### src/rtl/frame_capture_ctrl_pkg.sv
// Shared types and width helpers for the camera frame capture controller.
package cam_ctrl_pkg;

  typedef enum logic [1:0] {
    IDLE    = 2'd0,
    ARM     = 2'd1,
    CAPTURE = 2'd2
  } cap_state_t;

  // Pixel counter must hold up to WIDTH+1 (the saturation value).
  function automatic int calc_pix_w(input int width);
    return $clog2(width + 2);
  endfunction

  // Internal line counter must hold up to HEIGHT+1 (the saturation value).
  function automatic int calc_line_w(input int height);
    return $clog2(height + 2);
  endfunction

  localparam int PIX_W  = calc_pix_w(640);
  localparam int LINE_W = calc_line_w(480);

endpackage

### src/rtl/frame_capture_ctrl_sync_edge_det.sv
// Two-register input stage giving a registered level plus rise/fall events.
module sync_edge_det (
  input  logic clk,
  input  logic rst_n,
  input  logic din,
  output logic level,
  output logic rise,
  output logic fall
);

  logic d_q;

  // First register captures the pin, second delays it for edge detection.
  always_ff @(posedge clk or negedge rst_n) begin
    if (!rst_n) begin
      level <= 1'b0;
      d_q   <= 1'b0;
    end else begin
      level <= din;
      d_q   <= level;
    end
  end

  assign rise = level & ~d_q;
  assign fall = ~level & d_q;

endmodule

### src/rtl/frame_capture_ctrl.sv
// Frame capture sequencer: arms on request, aligns to VSYNC, gates pixel
// writes, validates frame geometry and hands frames over a ping-pong pair.
module frame_capture_ctrl
  import cam_ctrl_pkg::*;
#(
  parameter int RESOLUTION_WIDTH  = 640,
  parameter int RESOLUTION_HEIGHT = 480,
  parameter int DROP_CNT_W        = 8
) (
  input  logic                                   PCLK,
  input  logic                                   RST_N,
  input  logic                                   VSYNC,
  input  logic                                   HREF,
  input  logic                                   start,
  input  logic                                   continuous,
  input  logic                                   stop,
  input  logic                                   buf_release,
  output logic                                   capture_en,
  output logic                                   wr_buf,
  output logic                                   ready_valid,
  output logic                                   ready_buf,
  output logic                                   frame_done,
  output logic                                   frame_err,
  output logic [DROP_CNT_W-1:0]                  dropped_cnt,
  output logic [$clog2(RESOLUTION_HEIGHT+1)-1:0] line_cnt,
  output logic                                   busy
);

  localparam int CNT_PIX_W  = calc_pix_w(RESOLUTION_WIDTH);
  localparam int CNT_LINE_W = calc_line_w(RESOLUTION_HEIGHT);
  localparam int OUT_LINE_W = $clog2(RESOLUTION_HEIGHT + 1);

  localparam logic [CNT_PIX_W-1:0]  PIX_FULL  = CNT_PIX_W'(RESOLUTION_WIDTH);
  localparam logic [CNT_PIX_W-1:0]  PIX_SAT   = CNT_PIX_W'(RESOLUTION_WIDTH + 1);
  localparam logic [CNT_LINE_W-1:0] LINE_FULL = CNT_LINE_W'(RESOLUTION_HEIGHT);
  localparam logic [CNT_LINE_W-1:0] LINE_SAT  = CNT_LINE_W'(RESOLUTION_HEIGHT + 1);

  cap_state_t            state;
  logic [CNT_PIX_W-1:0]  pix_cnt;
  logic [CNT_LINE_W-1:0] line_cnt_q;
  logic                  line_err;
  logic                  stop_pending;

  logic s_vsync, vsync_rise, vsync_fall;
  logic s_href, href_rise_unused, href_fall;
  logic good_frame;

  sync_edge_det u_vsync_det (
    .clk   (PCLK),
    .rst_n (RST_N),
    .din   (VSYNC),
    .level (s_vsync),
    .rise  (vsync_rise),
    .fall  (vsync_fall)
  );

  sync_edge_det u_href_det (
    .clk   (PCLK),
    .rst_n (RST_N),
    .din   (HREF),
    .level (s_href),
    .rise  (href_rise_unused),
    .fall  (href_fall)
  );

  assign good_frame = ~line_err & (line_cnt_q == LINE_FULL) & ~s_href;
  assign capture_en = (state == CAPTURE) & s_href;
  assign busy       = (state != IDLE);
  assign line_cnt   = line_cnt_q[OUT_LINE_W-1:0];

  // Capture sequencer with geometry checks and ping-pong buffer handoff.
  always_ff @(posedge PCLK or negedge RST_N) begin
    if (!RST_N) begin
      state        <= IDLE;
      pix_cnt      <= '0;
      line_cnt_q   <= '0;
      line_err     <= 1'b0;
      stop_pending <= 1'b0;
      wr_buf       <= 1'b0;
      ready_valid  <= 1'b0;
      ready_buf    <= 1'b0;
      frame_done   <= 1'b0;
      frame_err    <= 1'b0;
      dropped_cnt  <= '0;
    end else begin
      frame_done <= 1'b0;
      frame_err  <= 1'b0;
      if (buf_release && ready_valid) begin
        ready_valid <= 1'b0;
      end
      unique case (state)
        IDLE: begin
          stop_pending <= 1'b0;
          if (start) begin
            state <= ARM;
          end
        end
        ARM: begin
          if (stop) begin
            state <= IDLE;
          end else if (vsync_fall) begin
            state      <= CAPTURE;
            pix_cnt    <= '0;
            line_cnt_q <= '0;
            line_err   <= 1'b0;
          end
        end
        CAPTURE: begin
          if (stop) begin
            stop_pending <= 1'b1;
          end
          if (href_fall) begin
            if (pix_cnt != PIX_FULL) begin
              line_err <= 1'b1;
            end
            if (line_cnt_q >= LINE_FULL) begin
              line_err <= 1'b1;
            end
            if (line_cnt_q != LINE_SAT) begin
              line_cnt_q <= line_cnt_q + 1'b1;
            end
            pix_cnt <= '0;
          end else if (s_href && (pix_cnt != PIX_SAT)) begin
            pix_cnt <= pix_cnt + 1'b1;
          end
          if (vsync_rise) begin
            stop_pending <= 1'b0;
            state        <= (continuous && !stop_pending && !stop) ? ARM : IDLE;
            if (!good_frame) begin
              frame_err <= 1'b1;
            end else if (!ready_valid || buf_release) begin
              frame_done  <= 1'b1;
              ready_buf   <= wr_buf;
              ready_valid <= 1'b1;
              wr_buf      <= ~wr_buf;
            end else if (dropped_cnt != '1) begin
              dropped_cnt <= dropped_cnt + 1'b1;
            end
          end
        end
        default: state <= IDLE;
      endcase
    end
  end

endmodule

### config.mk
export PLATFORM = sky130hd
export DESIGN_NAME = frame_capture_ctrl
export DESIGN_NICKNAME = d
export VERILOG_FILES = /design/src/rtl/frame_capture_ctrl_pkg.sv /design/src/rtl/frame_capture_ctrl_sync_edge_det.sv /design/src/rtl/frame_capture_ctrl.sv
export SDC_FILE = /design/constraint.sdc
export NUM_CORES = 1
export LEC_CHECK = 0
export CORE_ASPECT_RATIO = 1.25
export CORE_UTILIZATION = 45
export CTS_BUF_LIST = sky130_fd_sc_hd__clkbuf_8
export DETAILED_ROUTE_END_ITERATION = 10
export PLACE_DENSITY_LB_ADDON = 0.12
export SYNTH_ARGS = -nofsm -noshare
export SYNTH_HDL_FRONTEND = slang
export SYNTH_SLANG_ARGS = --single-unit
### constraint.sdc
create_clock -name PCLK -period 2.4 [get_ports PCLK]
set_input_delay 0.36 -clock PCLK [delete_from_list [all_inputs] [get_ports PCLK]]
set_output_delay 0.36 -clock PCLK [all_outputs]
set_load 0.01 [all_outputs]
* Word-level counts from Yosys, hierarchy flattened
Index checks and enable logic that the tools add are counted.
Word-level totals: bits in registers 40, input port bits 8, output and inout port bits 24, logic and storage cells 104
Operators by class: add/subtract/negate cells 3, order comparisons 1, equal/unequal tests 17, muxes and demuxes 37, bitwise operators 12, reductions and logical operators 19
Operators with widths (number):
- $mux 10 | 4
- $mux 9 | 4
- $mux 1 | 20
- $ne 10x10->1 const B | 2
- $pmux 10 s2 | 1
- $pmux 9 s2 | 1
- $reduce_and 5->1 | 3
- $add 10x1->10 const B | 1
- $add 9x1->9 const B | 1
- $eq 9x9->1 const B | 1
- $ge 9x9->1 const B | 1
- $ne 3x2->1 const B | 3
- $ne 9x9->1 const B | 1
- $add 8x1->8 const B | 1
- $mux 2 | 4
- $ne 8x8->1 const B | 1
- $reduce_and 4->1 | 2
- $and 1x1->1 | 6
- $ne 2x1->1 const B | 3
- $ne 2x2->1 const B | 3
- $not 1->1 | 6
- $pmux 2 s3 | 1
- $reduce_bool 2->1 | 3
- $logic_and 1x1->1 | 4
- other kinds (9) | 12

* Longest topological paths before layout
Gate-level depths: netlist (run 1).
depth after elaboration 6, depth in mapped cells 6

* By module
A second synthesis (run 1) with hierarchy kept.
Second synthesis, totals: cell total of the unflattened synthesis 213, area, all modules 2087.0 µm²
Modules (own cells, without submodules):
- frame_capture_ctrl | instances 1, cells each 205, area each 1956.9 µm², sequential area each 900.9 µm²
- sync_edge_det | instances 2, cells each 4, area each 65.1 µm², sequential area each 50.0 µm²

* Worst setup path before layout (run 1)
Ideal clock, no wire load.
path type register to register, from register line_cnt_q[1] (netlist: line_cnt[1]), to register ready_buf, data arrival time 1718 ps, data required time 2275 ps, path slack 557 ps, stages on the path, launching flop included 7, path buffers 0, clock period less this slack 1843 ps, cell sequence dfrtp_1 inv_1 ha_1 nor3b_1 nand4b_2 nor2_1 mux2_2
Between the ends: longest elaborated chain between the ends 4
RTL lines:
- start, declared | RTL line frame_capture_ctrl.sv:40 | logic [CNT_LINE_W-1:0] line_cnt_q;
- start signal, assigned | RTL line frame_capture_ctrl.sv:120 | line_cnt_q <= line_cnt_q + 1'b1;
- $eq 9x9->1 | RTL line frame_capture_ctrl.sv:66 | assign good_frame = ~line_err & (line_cnt_q == LINE_FULL) & ~s_href;
- $and 1x1->1 (2 in a row) | RTL line frame_capture_ctrl.sv:66
- $reduce_and 4->1 (no line)
- end signal, assigned | RTL line frame_capture_ctrl.sv:133 | ready_buf <= wr_buf;
- end, declared | RTL line frame_capture_ctrl.sv:21 | output logic ready_buf,
Every way passes these cells. A chain may end at the register's enable or synchronous reset.

* Final worst setup path (run 1)
from register state[0], to output capture_en
Between the ends: longest elaborated chain between the ends 2
RTL lines:
- start, declared | RTL line frame_capture_ctrl.sv:38 | cap_state_t state;
- start signal, assigned | RTL line frame_capture_ctrl.sv:128 | state <= (continuous && !stop_pending && !stop) ? ARM : IDLE;
- $eq 2x2->1 | RTL line frame_capture_ctrl.sv:67 | assign capture_en = (state == CAPTURE) & s_href;
- $and 1x1->1 | RTL line frame_capture_ctrl.sv:67
- end, declared | RTL line frame_capture_ctrl.sv:18 | output logic capture_en,
Every way passes these cells.

==> flow_metrics.tcl, run 1 <==
set metrics [dict create \
    mostFrequentLayoutCell "dfrtp_1" \
    post-route-min-period_ns 2.015 \
    max_freq_mhz 496.3 \
    fp.dieH_um 77.20 \
    grt-ovfl-total 0 \
    antenna_cells 0 \
    power.density_mw_per_mm2 709.1 \
    place_hpwl_mm 2.955 \
    clk_pin_slew_ns 0.08 \
    io_buffers 31 \
    cts_buffer_depth 2 \
    num-nets-final 251 \
    switching_share_pct 30.03 \
    end_kind "output port" \
    drc 0 \
    ys_ff_latch 40 \
    firstDrtPassIters 4 \
    yosysWarnings 0 \
    r2r_end "ready_buf" \
    crit_type "reg -> out" \
    start_kind "register" \
    pwr-share-seq_pct 51.1 \
    hold_viol 0 \
    grtUsageTotal_pct 18.51 \
    cp.required_ns 2.04 \
    peakVddDrop_uv 405.0 \
    area_growth_pct 23.60 \
    rr_worst_depth 6 \
    power_frac_clock_pct 30.0 \
    synth_edf_count 0 \
    comb_power_share_pct 18.9 \
    clock-sinks 40 \
    p_total_uw 1784 \
    synth_fp_nets 214 \
    intPower_uw 1248 \
    route.antenna.remaining_nets 0 \
    cts_hold_buf 0 \
    dieArea_mm2 0.004799 \
    fill_cells 379 \
    regToRegStartpoint "line_cnt[0]" \
    cts_tree "built" \
    num_rows 27 \
    cts_made_buffers 5 \
    p_sw_uw 535.7 \
    rrSetupSlack_ns 0.40 \
    antenna_found_initial 0 \
    start_util_pct 46.71 \
    post-cts-setup-buffers 0 \
    syn-mean-instance-area_um2 10.23 \
    netlist_area_mm2 0.002036 \
    fin_util_pct 57.74 \
    grt_pass1_vias 1545 \
    setup-tns-final_ns 0 \
    wire_per_inst_um 14.00 \
    drv_cap 0 \
    hp-class "in -> async" \
    cp.arrival_ns 1.66 \
    status "finished clean" \
    cts-root-buf "clkbuf_8" \
    vias 1598 \
    slew_violations 0 \
    vias_per_cell 5.417 \
    async_flop_share_pct 100.0 \
    postCtsResizedCells 0 \
    fin_area_mm2 0.002516 \
    relSlewSlack_pct 42.03 \
    path_max_fanout 9 \
    finClkSkew_ns 0.006868 \
    grt_pass1_wl_mm 7.065 \
    dieWidth_um 62.16 \
    final_cell_mix "dfrtp_1, clkdlybuf4s50_1, nand2_1" \
    syn_inst 199 \
    worst_slew_pin_slew_ns 0.8696 \
    yosys_most_used_dff "dfrtp_1" \
    grt_max_degree 41 \
    drive_above_1_share_pct 8.861 \
    fin_crit_sh_pct 83.96 \
    place_inst 287 \
    clk_latency_ns 0.29 \
    p_leak_uw 0.001128 \
    core_area_mm2 0.004358 \
    first_iter_violations 69 \
    finalNonFillerCells 295 \
    ys_seq_area_share_pct 49.17 \
    routed_wl_mm 4.130 \
    rsz0062_at_grt "no" \
    setup_viol 0 \
    htreeDepth 2 \
    synth.distinct_cells 43 \
    place.gp.congestion 0.7531 \
    io_pins 32 \
    dpl-instance-area_mm2 0.002409 \
]
-- area by class of cell --
cell class	count	area [µm²]	share of cell area [%]
inverters	12	45.04	1.790
repair buffers	33	320.3	12.73
clock buffers	5	68.82	2.735
well taps	58	72.57	2.884
clock inverters	3	38.79	1.542
flip-flops and latches	40	1001	39.78
multi-input cells	144	969.7	38.54
-- metal layers --
metal  GRT usage, %  wire length (µm)  vias to the layer above
met1          22.30              1847                      770
met5              0                 0                        -
met4          5.581                40                        0
met3          4.018               155                        4
met2          32.75              2086                       32
li1               -                 -                      792
-- critical path: stages, from the launching register on --
cell and delay [ns]:
dfrtp_1 0.48, nand2b_1 0.22, nor2_1 0.12, clkdlybuf4s50_1 0.55
-- synthesized netlist by cell type, drive strengths merged (2+ instances only) --
| master | n | share of area, % |
|---|---|---|
| or4 | 2 | 0.74 |
| nor4b | 2 | 0.86 |
| dfrtp | 40 | 49 |
| and3 | 4 | 1.2 |
| a31oi | 7 | 2.2 |
| nor3 | 7 | 1.7 |
| xor2 | 11 | 4.7 |
| nand2 | 18 | 3.3 |
| a21oi | 12 | 3.0 |
| nand4 | 7 | 2.5 |
| nor3b | 2 | 0.74 |
| nand2b | 3 | 0.92 |
| and4 | 2 | 0.86 |
| nand3 | 4 | 0.98 |
| o21ai | 4 | 0.98 |
| mux2 | 4 | 2.2 |
| nand4b | 2 | 1.2 |
| ha | 7 | 4.3 |
| o31ai | 2 | 0.74 |
| xnor2 | 3 | 1.3 |
| a31o | 2 | 0.86 |
| nor4 | 3 | 0.92 |
| mux2i | 3 | 1.5 |
| buf | 2 | 0.80 |
| inv | 12 | 2.2 |
| and2 | 3 | 0.92 |
| nor2 | 16 | 3.0 |
| and4bb | 2 | 1.2 |
| nand4bb | 2 | 1.1 |
-- through the flow --
step                hold slack [ns]  setup slack, ns
detailed placement           0.4488           0.2609
finish                       0.1847           0.3850
CTS                          0.2218           0.3770
floorplan                   0.06441           0.5574
global route                 0.2677           0.2244
global placement             0.4447           0.3103
-- cell families after synthesis --
logic type	count (synthesis)	synth area share, %
AO/OA/AOI/OAI	33	10.08
adder cells (fa/ha/maj)	7	4.302
AND/OR/NAND/NOR	83	23.54
XOR/XNOR	14	6.023
flip-flops	40	49.17
multiplexers	7	3.688
buffers and inverters	15	3.195
-- worst max path at each step --
stage | slack, ns | from | cells past startpoint | to
floorplan | 0.56 | line_cnt[1] | 6 | ready_buf
global placement | 0.31 | stop | 5 | pix_cnt[1]
detailed placement | 0.26 | stop | 5 | pix_cnt[0]
CTS | 0.38 | line_cnt[1] | 6 | ready_buf
global route | 0.22 | line_cnt[1] | 6 | ready_buf
finish | 0.38 | state[0] | 3 | capture_en
-- sequential cells by signal, summed over array words and instances (netlist names), 2 cells and up --
name	count
pix_cnt	10
line_cnt	9
dropped_cnt	8
state	2
-- power groups by stage --
stage | clock [µW] | combinational [µW] | sequential (µW)
after detailed placement | 0 | 339 | 922
after CTS | 555 | 341 | 908
final | 536 | 337 | 911
after global placement | 0 | 332 | 920
after global routing | 570 | 378 | 930
after floorplan | 0 | 229 | 883
(Power assumes the default switching activity.)
==> run 2, diff against run 1 <==
==> constraint.sdc (replaced) <==
create_clock -name PCLK -period 1.67 [get_ports PCLK]
set_input_delay 0.2505 -clock PCLK [delete_from_list [all_inputs] [get_ports PCLK]]
set_output_delay 0.2505 -clock PCLK [all_outputs]
set_load 0.01 [all_outputs]
==> run 2 against run 1 <==
The flow now finishes with violations (setup timing). Largest power group unchanged. Via count grew 17%. Sequential power is 38% higher. Global-route usage up 5.0 points. Worst hold slack gained 0.20 ns. Design area up 27%. Worst setup slack worse by 0.39 ns. Register-to-register slack lost 0.40 ns. Die area unchanged. Clock power increased by 65%. Critical path depth increased by 2. Wire length grew 38%. Power grew 71%. Critical path type is now reg -> reg.
==> flow_metrics.tcl, run 2 (same netlist as run 1, synthesis figures left out) <==
set metrics [dict create \
    cp_num_buf_inv 1 \
    crit_type "reg -> reg" \
    io_pins 32 \
    grt_pass1_vias 1889 \
    drc 0 \
    place.gp.congestion 0.8449 \
    relSlewSlack_pct 64.66 \
    route.antenna.remaining_nets 0 \
    finalWorstSetupSlack_ns -0.004787 \
    setup_viol 3 \
    fin_crit_sh_pct 100.3 \
    grt_max_degree 24 \
    clk_pin_slew_ns 0.08 \
    critPathSlowestCell "or4_4" \
    grt_pass1_wl_mm 8.666 \
    regMostFlops "pix_cnt" \
    start_util_pct 46.71 \
    routed_wl_mm 5.681 \
    hold_depth 1 \
    status "finished, violations left" \
    worst_slew_pin_slew_ns 0.5301 \
    clock-sinks 40 \
    first_iter_violations 115 \
    mostFrequentLayoutCell "buf_4" \
    cp_slowest_stage_delay_ns 0.52 \
    post-place-ws_ns -0.3292 \
    max_freq_mhz 597.1 \
    cts_buffer_depth 2 \
    vias_per_cell 5.463 \
    hp-class "in -> reg" \
    rsz0062_at_grt "yes" \
    vias 1863 \
    htreeDepth 2 \
    power.density_mw_per_mm2 955.3 \
    largest_reg_flops 10 \
    end_kind "register" \
    wire_per_inst_um 16.66 \
    rr_worst_depth 5 \
    slew_violations 0 \
    cp.required_ns 1.91 \
    firstDrtPassIters 5 \
    area_growth_pct 56.61 \
    cts_tree "built" \
    timing.hold.ws_ns 0.3881 \
    crit_cells 5 \
    dieArea_mm2 0.004799 \
    drv_cap 0 \
    num_rows 27 \
    p_leak_uw 0.001482 \
    cp_top_family "simple AND/OR/NAND/NOR gates" \
    fp.dieH_um 77.20 \
    antenna_cells 0 \
    grtUsageTotal_pct 23.52 \
    place_hpwl_mm 3.853 \
    finClkSkew_ns 0.008747 \
    cts_made_buffers 5 \
    num-nets-final 297 \
    clk_latency_ns 0.30 \
    post-route-min-period_ns 1.675 \
    core_area_mm2 0.004358 \
    hold_viol 0 \
    cts-root-buf "clkbuf_8" \
    cp.arrival_ns 1.91 \
    setup-tns-final_ns -0.01006 \
    peakVddDrop_uv 675.8 \
    drive_above_1_share_pct 37.81 \
    grt-ovfl-total 0 \
    path_max_fanout 3 \
    violations "setup timing" \
    io_buffers 31 \
    worstPathCellList "buf_12, nand4_2, or3_4, or4_4, a21oi_2" \
    start_kind "register" \
    dieWidth_um 62.16 \
    final_cell_mix "buf_4, dfrtp_1, clkdlybuf4s50_1" \
    antenna_found_initial 0 \
]
-- run 2: cell types whose count changed in the layout (fill, tap and decap cells not counted), sizes merged --
cell,delta
buf,+45
clkbuf,+3
clkdlybuf4s50,-3
clkinv,-1
dlygate4sd2,+1
dlygate4sd3,+1
dlymetal6s2s,+1
inv,-1
-- run 2: worst register-to-register path: stages, from the launching register on --
cell	delay, ns
dfrtp_2	0.41
buf_12	0.12
nand4_2	0.10
or3_4	0.35
or4_4	0.52
a21oi_2	0.13
-- run 2: final cells by class --
type / count / area (µm²)
clock buffers: 7 / 96.34
clock inverters: 1 / 30.03
fillers: 318 / 1170
inverters: 12 / 45.04
multi-input cells: 144 / 1249
flip-flops and latches: 40 / 1007
well taps: 58 / 72.57
repair buffers: 79 / 688.2
-- run 2: repair_timing --
action / 4_1_cts / 5_1_grt
buffers inserted: 3 / 6
gates resized for setup: 16 / 42
endpoints found under the setup margin: 16 / 22
pin swaps: 4 / 13
hold buffers: 1 / 0
hold endpoints to repair: 21 / 0
-- run 2: path summary, 6_finish.rpt --
check,slack (ns),to,start
max reg2reg,-0.005,pix_cnt[9],pix_cnt[1]
max in group asynchronous,0.65,pix_cnt[1],RST_N
min in group asynchronous,0.45,state[0],RST_N
min reg2reg,0.47,u_vsync_det.d_q,u_vsync_det.level
min,0.39,u_vsync_det.level,VSYNC
max,-0.005,pix_cnt[9],pix_cnt[1]
-- run 2: per-stage QoR --
step | cells | utilization, % | total power, µW | area (µm²)
finish | 341 | 73.16 | 3046 | 3188
global route | 341 | 73.16 | 3174 | 3188
detailed placement | 323 | 62.16 | 2023 | 2709
floorplan | 199 | - | 1630 | 2066
global placement | 323 | 62.16 | 1985 | 2709
CTS | 335 | 66.93 | 2957 | 2917
-- run 2: power by group --
| part | internal [µW] | switching (µW) | total (µW) |
|---|---|---|---|
| Sequential | 1100 | 161 | 1260 |
| Combinational | 489 | 405 | 895 |
| Clock | 528 | 359 | 887 |
| Total | 2120 | 925 | 3050 |
-- run 2: routing by layer --
metal	wire length, µm	global-route usage [%]
met4	125	11.63
met1	2163	24.00
met5	0	0
met2	3183	44.95
met3	209	4.464
==> run 3, diff against run 2 <==
--- a/config.mk
+++ b/config.mk
@@ -5,6 +5,7 @@
 export SDC_FILE = /design/constraint.sdc
 export NUM_CORES = 1
 export LEC_CHECK = 0
+export ABC_CLOCK_PERIOD_IN_PS = 1670
 export CORE_ASPECT_RATIO = 1.25
 export CORE_UTILIZATION = 45
 export CTS_BUF_LIST = sky130_fd_sc_hd__clkbuf_8
==> results of run 3 <==
The final DEF is identical to that of run 2; final timing and power are the same.
